**src/rtl/i2c_pkg.sv**
```systemverilog
// Shared types and width helpers for the I2C master transmitter.
`timescale 1ns/1ps
package i2c_pkg;

    // Transfer sequencing states.
    typedef enum logic [2:0] {
        IDLE  = 3'd0,
        START = 3'd1,
        BIT   = 3'd2,
        ACK   = 3'd3,
        STOP  = 3'd4
    } state_t;

    // Quarter-period index within a state (p0..p3).
    typedef logic [1:0] phase_t;

    localparam int DEFAULT_DATA_WIDTH = 32;
    localparam int BITCNT_W           = $clog2(DEFAULT_DATA_WIDTH + 1);

    // Bit counter width able to hold 0..dw.
    function automatic int bitcnt_width(input int dw);
        return $clog2(dw + 1);
    endfunction

    // Divider counter width able to hold 0..div-1.
    function automatic int div_cnt_width(input int div);
        return (div < 2) ? 1 : $clog2(div);
    endfunction

endpackage

```
**src/rtl/i2c_qtick_gen.sv**
```systemverilog
// Quarter-period tick divider: one tick every CLK_DIV clocks while enabled,
// plus a 2-bit phase that advances on each tick.
`timescale 1ns/1ps
module i2c_qtick_gen
    import i2c_pkg::*;
#(
    parameter int CLK_DIV = 4
) (
    input  logic   clk,
    input  logic   rst_n,
    input  logic   en,
    input  logic   clr,
    output logic   tick,
    output phase_t phase
);

    localparam int CW = div_cnt_width(CLK_DIV);

    logic [CW-1:0] cnt_r;
    phase_t        phase_r;
    logic          wrap_s;

    assign wrap_s = (cnt_r == CW'(CLK_DIV - 1));
    assign tick   = en && wrap_s;
    assign phase  = phase_r;

    // Divider count and phase; a new transfer restarts both from zero.
    always_ff @(posedge clk or negedge rst_n) begin
        if (!rst_n) begin
            cnt_r   <= '0;
            phase_r <= 2'd0;
        end else if (clr) begin
            cnt_r   <= '0;
            phase_r <= 2'd0;
        end else if (en) begin
            if (wrap_s) begin
                cnt_r   <= '0;
                phase_r <= phase_r + 2'd1;
            end else begin
                cnt_r   <= cnt_r + CW'(1);
            end
        end
    end

endmodule

```
**src/rtl/i2c_master_tx.sv**
```systemverilog
// I2C-style master transmitter: START, DATA_WIDTH bits LSB first, one ACK
// slot, STOP. Line outputs are registered from the next-cycle state so they
// change exactly on phase boundaries without glitches.
`timescale 1ns/1ps
module i2c_master_tx
    import i2c_pkg::*;
#(
    parameter int DATA_WIDTH = 32,
    parameter int CLK_DIV    = 4
) (
    input  logic                  clk,
    input  logic                  rst_n,
    input  logic [DATA_WIDTH-1:0] tx_data,
    input  logic                  tx_valid,
    output logic                  tx_ready,
    output logic                  scl,
    output logic                  sda_out,
    output logic                  sda_master_en,
    input  logic                  sda_in,
    output logic                  done,
    output logic                  ack_err
);

    localparam int BCW = bitcnt_width(DATA_WIDTH);

    generate
        if (CLK_DIV < 2) begin : g_div_check
            $error("i2c_master_tx: CLK_DIV must be >= 2");
        end
    endgenerate

    state_t                state_r, state_nxt_s;
    phase_t                phase_s, phase_nxt_s;
    logic                  tick_s, accept_s, phase_end_s, last_bit_s, qtick_en_s;
    logic [DATA_WIDTH-1:0] shreg_r, shreg_nxt_s;
    logic [BCW-1:0]        bitcnt_r;
    logic                  ack_smp_r;
    logic                  scl_r, sda_r, en_r, ready_r, done_r, ack_err_r;
    logic                  scl_nxt_s, sda_nxt_s, en_nxt_s;

    assign qtick_en_s  = (state_r != IDLE);
    assign accept_s    = (state_r == IDLE) && tx_valid && ready_r;
    assign phase_end_s = tick_s && (phase_s == 2'd3);
    assign last_bit_s  = (bitcnt_r == BCW'(DATA_WIDTH - 1));

    i2c_qtick_gen #(.CLK_DIV(CLK_DIV)) u_qtick (
        .clk   (clk),
        .rst_n (rst_n),
        .en    (qtick_en_s),
        .clr   (accept_s),
        .tick  (tick_s),
        .phase (phase_s)
    );

    // State register.
    always_ff @(posedge clk or negedge rst_n) begin
        if (!rst_n) begin
            state_r <= IDLE;
        end else begin
            state_r <= state_nxt_s;
        end
    end

    // Next-state logic: every non-idle state lasts four phases.
    always_comb begin
        state_nxt_s = state_r;
        case (state_r)
            IDLE:    if (accept_s)    state_nxt_s = START; else state_nxt_s = IDLE;
            START:   if (phase_end_s) state_nxt_s = BIT;   else state_nxt_s = START;
            BIT: begin
                if (phase_end_s) begin
                    if (last_bit_s) state_nxt_s = ACK;
                    else            state_nxt_s = BIT;
                end else begin
                    state_nxt_s = BIT;
                end
            end
            ACK:     if (phase_end_s) state_nxt_s = STOP;  else state_nxt_s = ACK;
            STOP:    if (phase_end_s) state_nxt_s = IDLE;  else state_nxt_s = STOP;
            default: state_nxt_s = IDLE;
        endcase
    end

    // Next phase and next shift-register value, used to pre-compute line outputs.
    always_comb begin
        phase_nxt_s = phase_s;
        shreg_nxt_s = shreg_r;
        if (accept_s) begin
            phase_nxt_s = 2'd0;
            shreg_nxt_s = tx_data;
        end else begin
            if (tick_s) phase_nxt_s = phase_s + 2'd1;
            else        phase_nxt_s = phase_s;
            if ((state_r == BIT) && phase_end_s) shreg_nxt_s = shreg_r >> 1;
            else                                 shreg_nxt_s = shreg_r;
        end
    end

    // Shift register, bit counter and ACK sample (taken on the last clock of ACK p2).
    always_ff @(posedge clk or negedge rst_n) begin
        if (!rst_n) begin
            shreg_r   <= '0;
            bitcnt_r  <= '0;
            ack_smp_r <= 1'b0;
        end else begin
            shreg_r <= shreg_nxt_s;
            if (accept_s) begin
                bitcnt_r <= '0;
            end else if ((state_r == BIT) && phase_end_s) begin
                bitcnt_r <= bitcnt_r + BCW'(1);
            end
            if ((state_r == ACK) && tick_s && (phase_s == 2'd2)) begin
                ack_smp_r <= sda_in;
            end
        end
    end

    // Line levels for the upcoming cycle; SDA only moves while SCL is low
    // except for the deliberate START and STOP edges.
    always_comb begin
        scl_nxt_s = 1'b1;
        sda_nxt_s = 1'b1;
        en_nxt_s  = 1'b1;
        case (state_nxt_s)
            IDLE: begin
                scl_nxt_s = 1'b1;
                sda_nxt_s = 1'b1;
            end
            START: begin
                scl_nxt_s = (phase_nxt_s == 2'd0) || (phase_nxt_s == 2'd1);
                sda_nxt_s = (phase_nxt_s == 2'd0);
            end
            BIT: begin
                scl_nxt_s = (phase_nxt_s == 2'd1) || (phase_nxt_s == 2'd2);
                sda_nxt_s = shreg_nxt_s[0];
            end
            ACK: begin
                scl_nxt_s = (phase_nxt_s == 2'd1) || (phase_nxt_s == 2'd2);
                sda_nxt_s = 1'b1;
                en_nxt_s  = 1'b0;
            end
            STOP: begin
                scl_nxt_s = (phase_nxt_s != 2'd0);
                sda_nxt_s = (phase_nxt_s == 2'd2) || (phase_nxt_s == 2'd3);
            end
            default: begin
                scl_nxt_s = 1'b1;
                sda_nxt_s = 1'b1;
            end
        endcase
    end

    // Registered outputs; completion pulses on the edge that returns to IDLE.
    always_ff @(posedge clk or negedge rst_n) begin
        if (!rst_n) begin
            scl_r     <= 1'b1;
            sda_r     <= 1'b1;
            en_r      <= 1'b1;
            ready_r   <= 1'b1;
            done_r    <= 1'b0;
            ack_err_r <= 1'b0;
        end else begin
            scl_r   <= scl_nxt_s;
            sda_r   <= sda_nxt_s;
            en_r    <= en_nxt_s;
            ready_r <= (state_nxt_s == IDLE);
            done_r  <= (state_r == STOP) && phase_end_s;
            if ((state_r == STOP) && phase_end_s) begin
                ack_err_r <= ack_smp_r;
            end
        end
    end

    assign scl           = scl_r;
    assign sda_out       = sda_r;
    assign sda_master_en = en_r;
    assign tx_ready      = ready_r;
    assign done          = done_r;
    assign ack_err       = ack_err_r;

endmodule

```
**config.mk**
```make
export PLATFORM = sky130hd
export DESIGN_NAME = i2c_master_tx
export DESIGN_NICKNAME = d
export VERILOG_FILES = /design/src/rtl/i2c_pkg.sv /design/src/rtl/i2c_qtick_gen.sv /design/src/rtl/i2c_master_tx.sv
export SDC_FILE = /design/constraint.sdc
export NUM_CORES = 1
export LEC_CHECK = 0
export CAP_MARGIN = 40
export CORE_MARGIN = 10
export CORE_UTILIZATION = 56
export DETAILED_ROUTE_END_ITERATION = 8
export DONT_BUFFER_PORTS = 1
export HOLD_SLACK_MARGIN = 0.03
export PLACE_DENSITY = 0.78
export SYNTH_ARGS = -nofsm -noshare
export SYNTH_HDL_FRONTEND = slang
export SYNTH_SLANG_ARGS = --single-unit
```
**constraint.sdc**
```tcl
create_clock -name clk -period 1.9 [get_ports clk]
set_input_delay 0.38 -clock clk [delete_from_list [all_inputs] [get_ports clk]]
set_output_delay 0.38 -clock clk [all_outputs]
set_load 0.05 [all_outputs]
```
* Word level (Yosys, flattened, before mapping) *
Index checks and enable logic that the tools add are counted.
W data, S select, Z words.

operators by class
  reductions and logical operators = 21
  equal/unequal tests = 15
  muxes and demuxes = 22
  add/subtract/negate cells = 3

operators by type and width
  cell                   number
  $mux W32               2
  $mux W2                9
  $pmux W3 S5            1
  $eq A3 B2 Y1 const B   4
  $mux W6                2
  $eq A2 B2 Y1 const B   5
  $mux W3                3
  $logic_and A1 B1 Y1    8
  $reduce_bool A2 Y1     4
  $add A6 B1 Y6 const B  1
  $eq A3 B1 Y1 const B   2
  $eq A3 B3 Y1 const B   2
  $eq A6 B5 Y1 const B   1
  $logic_not A3 Y1       2
  $pmux W1 S3            2
  $add A2 B1 Y2 const B  2
  $logic_or A1 B1 Y1     3
  $mux W1                3
  $reduce_bool A3 Y1     1
  $eq A2 B1 Y1 const B   1
  $logic_not A2 Y1       1
  $reduce_and A2 Y1      1
  $reduce_or A2 Y1       1

storage, ports and cells
  bits in registers = 52
  output and inout port bits = 6
  word-level logic and storage cells = 74
  input port bits = 36

* Logic depth before layout (Yosys ltp) *
  depth in word-level cells = 8
  depth in mapped cells = 9
  mapped depth without buffers = 7

* By module *
A second synthesis with hierarchy kept.

unflattened totals
  cells, all modules = 244
  area, all modules = 2431.1 um^2

modules (own cells, without submodules)
  module         cells each  times used  seq. area each (um^2)  area each (um^2)
  i2c_master_tx  227         1           1206.2                 2227.1
  i2c_qtick_gen  17          1           100.1                  203.9

* Worst setup path after synthesis *
OpenSTA, ideal clock, no wires.

  path kind = reg2reg
  from = register u_qtick.cnt_r[0]
  to = register shreg_r[11]
  arrival time = 1.675 ns
  library setup time = 0.065 ns
  cell stages (with the launch flop) = 10
  required time = 1.835 ns
  path slack = 0.160 ns
  path buffers = 3
  clock period less this slack = 1.740 ns
  cell sequence = dfrtp_1 > ha_1 > buf_4 > nand2_1 > nor3_1 > buf_2 > nor2_1 > clkbuf_1 > nand2_1 > nand2_1

between the ends
  word-level cells in the longest chain between the ends = 5

ends and longest elaborated chain
  what                          RTL line              source
  start: declaration            i2c_qtick_gen.sv:19   logic [CW-1:0] cnt_r;
  start signal: assignment      i2c_qtick_gen.sv:40   cnt_r <= cnt_r + CW'(1);
  $eq A2 B2 Y1                  i2c_qtick_gen.sv:23   assign wrap_s = (cnt_r == CW'(CLK_DIV - 1));
  $logic_and A1 B1 Y1           i2c_qtick_gen.sv:24   assign tick = en && wrap_s;
  $logic_and A1 B1 Y1           i2c_master_tx.sv:43   assign phase_end_s = tick_s && (phase_s == 2'd3);
  $logic_and A1 B1 Y1           i2c_master_tx.sv:94   if ((state_r == BIT) && phase_end_s) shreg_nxt_s = shreg_r >> 1;
  $reduce_bool A2 Y1 (no line)  --
  end signal: assignment        i2c_master_tx.sv:106  shreg_r <= shreg_nxt_s;
  end: declaration              i2c_master_tx.sv:35   logic [DATA_WIDTH-1:0] shreg_r, shreg_nxt_s;

Every way passes these cells.
A chain may end at the register's enable or synchronous reset.

* Worst setup path after layout *
  from = register state_r[2]
  to = register sda_r, in the netlist sda_out

between the ends
  word-level cells in the longest chain between the ends = 7
  elaborated cells on any way between the ends = 29
  those cells by class = 9 x eq/ne; 11 x mux; 9 x reduce/logical

ends and longest elaborated chain
  what                                                    RTL line                                                       source
  start: declaration                                      i2c_master_tx.sv:32                                            state_t state_r, state_nxt_s;
  start signal: assignment                                i2c_master_tx.sv:60                                            state_r <= state_nxt_s;
  $reduce_bool A3 Y1 or $logic_not A3 Y1 (tied branches)  i2c_master_tx.sv:41, i2c_master_tx.sv:42, i2c_master_tx.sv:67
  $logic_and A1 B1 Y1, on equally long branches           i2c_qtick_gen.sv:24, i2c_master_tx.sv:42
  $logic_and A1 B1 Y1 (tied with other cells)             i2c_master_tx.sv:43
  $mux W3 (tied with other cells)                         i2c_master_tx.sv:78                                            ACK: if (phase_end_s) state_nxt_s = STOP; else state_nxt_s = ACK;
  $pmux W3 S5 (tied with other cells)                     i2c_master_tx.sv:67                                            case (state_r)
  $eq A3 B3 Y1 (tied with other cells)                    i2c_master_tx.sv:124                                           case (state_nxt_s)
  $pmux W1 S3 *                                           i2c_master_tx.sv:124
  net sda_nxt_s                                           i2c_master_tx.sv:39                                            logic scl_nxt_s, sda_nxt_s, en_nxt_s;
  end signal: assignment                                  i2c_master_tx.sv:164                                           sda_r <= sda_nxt_s;
  end: declaration                                        i2c_master_tx.sv:38                                            logic scl_r, sda_r, en_r, ready_r, done_r, ack_err_r;

Mark *: on every way through the listed nets, which the timed path passes. The rest lies on a longest branch. The select of a mux whose other input is x is not followed.

==> impl_metrics.py <==
metrics = {
    "clocking": {
        "cts_tree": "yes",
        "clock_sinks": 52,
        "cts_buffers": 5,
        "cts_root_buf": "clkbuf_8",
        "clkTransAtPathRegs_ns": 0.10,
        "htree_levels": 2,
        "clk_path_buf_depth": 2,
        "clk_latency_ns": 0.31,
    },
    "floorplan": {
        "core_area_um2": 4090,
        "num_io_pins": 42,
        "die_h_um": 85.4,
        "rows": 23,
        "die_x_um": 85.4,
        "dieArea_um2": 7300,
        "initial_core_util_pct": 58.7,
    },
    "route": {
        "drt_iter0_drc": 191,
        "wl_per_cell_um": 17.9,
        "drt_pre_antenna_iters": 5,
        "routed_wirelength_um": 5320,
        "num_vias": 1767,
        "drc_errors": 0,
        "viasPerCell": 5.95,
        "drtAntennaViolNets": 0,
    },
    "run_status": {
        "outcome": "completed",
    },
    "synth": {
        "syn_area_per_cell_um2": 10.1,
        "synthCells": 237,
        "synth_top_cell_by_area": "dfrtp_1",
        "yosysSeqAreaShare_pct": 54.5,
        "syn-cell-area_um2": 2400,
        "ys_warn_count": 0,
        "synth_edf_count": 0,
        "async_flop_share_pct": 100,
        "synth_fp_nets": 277,
        "netlist_top_cells_area": "dfrtp_1 50%, nand2_1 10%, a22oi_1 9.4%",
        "synth_top_area_share_pct": 50.1,
        "yosysUniqueCellTypes": 41,
        "synth_seq_cells": 52,
        "ys.flop_type": "dfrtp_1",
    },
    "global_routing": {
        "use_met1_pct": 18.1,
        "grt_max_degree": 53,
        "grt_pass1_vias": 1785,
        "overflow": 0,
        "grt_use_total_pct": 14.1,
        "grt_util_met3_pct": 5.93,
        "grt_antenna_before_repair": 0,
        "gr-usage-met2_pct": 20.4,
        "grt_pass1_wl_um": 8400,
        "busiest_layer": "met2",
    },
    "layout": {
        "fill_cells": 321,
        "utilization_pct": 67.1,
        "drive_above_1_share_pct": 17.8,
        "nets": 286,
        "num_antenna_cells": 0,
        "final_cell_mix": "67 x nand2_1, 47 x dfrtp_1, 30 x a22oi_1",
        "final_common_cell": "nand2_1",
        "syn_to_final_growth_pct": 14.3,
    },
    "timing": {
        "fin_crit_ns": 1.86,
        "fmax_ghz": 0.538,
        "finalClockSkew_ns": 0.0130,
        "hold_ws_ns": 0.189,
        "finalHoldViolations": 0,
        "drv_slew": 0,
        "finalSetupViolCount": 0,
        "slew_headroom_pct": 61.8,
        "period_share_pct": 97.8,
        "rsz0062_at_grt": "yes",
        "max_slew.worst_pin.slew_ns": 0.568,
    },
    "placed_design": {
        "gp_congestion": 0.861,
        "dp_hpwl_um": 3480,
        "place.port_buffers": 0,
    },
    "setup_path": {
        "worstPathRequired_ns": 2.13,
        "worstPathMaxFanout": 10,
        "cp-end-kind": "flop",
        "cp-start-kind": "flop",
        "arrival_ns": 2.08,
        "crit_type": "flop to flop",
    },
    "power": {
        "power_leakage_nw": 1.34,
        "ir_drop_v": 0.000355,
        "p_per_area_nw_per_um2": 705,
    },
    "worst_hold_path": {
        "worstHoldPathType": "input port to flop",
    },
    "flow_run": {
        "drv_cap": 0,
    },
}
==> registers in the layout, indices dropped and copies added (netlist names) <==
name           cells
bitcnt_r           6
done               1
shreg_r           32
u_qtick.phase      2
tx_ready           1
ack_smp_r          1
ack_err            1
state_r            3
sda_out            1
sda_master_en      1
scl                1
u_qtick.cnt_r      2
==> timing repair <==
item                                    4_1_cts  5_1_grt
endpoints found under the setup margin        0       30
resized for setup                             0        9
endpoints found under the hold margin        52        0
setup buffers                                 0        2
hold buffers                                  2        0
==> per-stage QoR <==
step	std cells	instance area (um^2)	TNS (ns)	setup slack (ns)	power, mW
6_report	297	2740	0	0.0420	1.93
5_1_grt	297	2740	-0.0777	-0.0551	1.99
4_1_cts	294	2650	0	0.00362	1.96
3_5_place_dp	284	2490	0	0.0128	1.13
3_3_place_gp	284	2490	0	0.102	1.13
2_1_floorplan	237	2400	0	0.160	1.13
==> critical path, stage by stage (launching register included) <==
cell	delay [ns]
dfrtp_1	0.51
or3_4	0.42
nor2_4	0.23
nor3_2	0.13
a2111oi_4	0.39
a21oi_1	0.09
==> cell type report <==
| cell class | count | area [um^2] | area share (%) |
|---|---|---|---|
| multi-input cells | 167 | 1050 | 38.2 |
| well taps | 50 | 62.6 | 2.28 |
| flip-flops and latches | 52 | 1310 | 47.7 |
| clock buffers | 6 | 82.6 | 3.01 |
| repair buffers | 17 | 193 | 7.03 |
| inverters | 3 | 11.3 | 0.411 |
| clock inverters | 2 | 38.8 | 1.41 |
==> synth_stat cells, types with 3 or more instances <==
cell type  number
ha_1            4
dfstp_2         4
buf_6           3
inv_1           3
xnor2_1         3
a21oi_1         5
clkbuf_1        4
nand2_1        67
o21ai_0         3
nor3_1          4
xor2_1          4
dfrtp_1        48
buf_2           6
nand3_1         8
a22oi_1        30
nor2_1          9
==> per-layer routing <==
metal	wire [um]	vias up	part of all wire, %
met4	77	0	1.4
li1	-	839	-
met5	0	-	0
met1	2290	858	43
met2	2490	63	47
met3	458	7	8.6
==> logic make-up (layout without fill, tap and decap cells) <==
logic type,after synthesis,count (layout),synth area share (%)
compound gates,52,52,16.8
flops,52,52,54.5
xor+xnor,7,7,2.56
buf+inv,18,28,4.38
simple gates,102,102,18.8
fa+ha+maj,4,4,2.09
mux,2,2,0.939
==> report_power, final <==
group          switching (mW)  internal [mW]  leakage [nW]
Clock                   0.366          0.431        0.0614
Sequential           0.000554           1.11         0.704
Combinational          0.0216        0.00819         0.578
Total                   0.388           1.55          1.34
==> path summary, 6_finish.rpt <==
path	to	start	depth (start not counted)	slack [ns]
setup / recovery	sda_out	state_r[2]	5	0.04
hold / removal	shreg_r[13]	tx_data[13]	2	0.19
setup reg to reg	sda_out	state_r[2]	5	0.04
hold reg to reg	shreg_r[3]	shreg_r[3]	2	0.48
max in group asynchronous	scl	rst_n	2	1.05
min in group asynchronous	shreg_r[27]	rst_n	2	0.58
No activity file was read; power rests on OpenSTA's default activity.
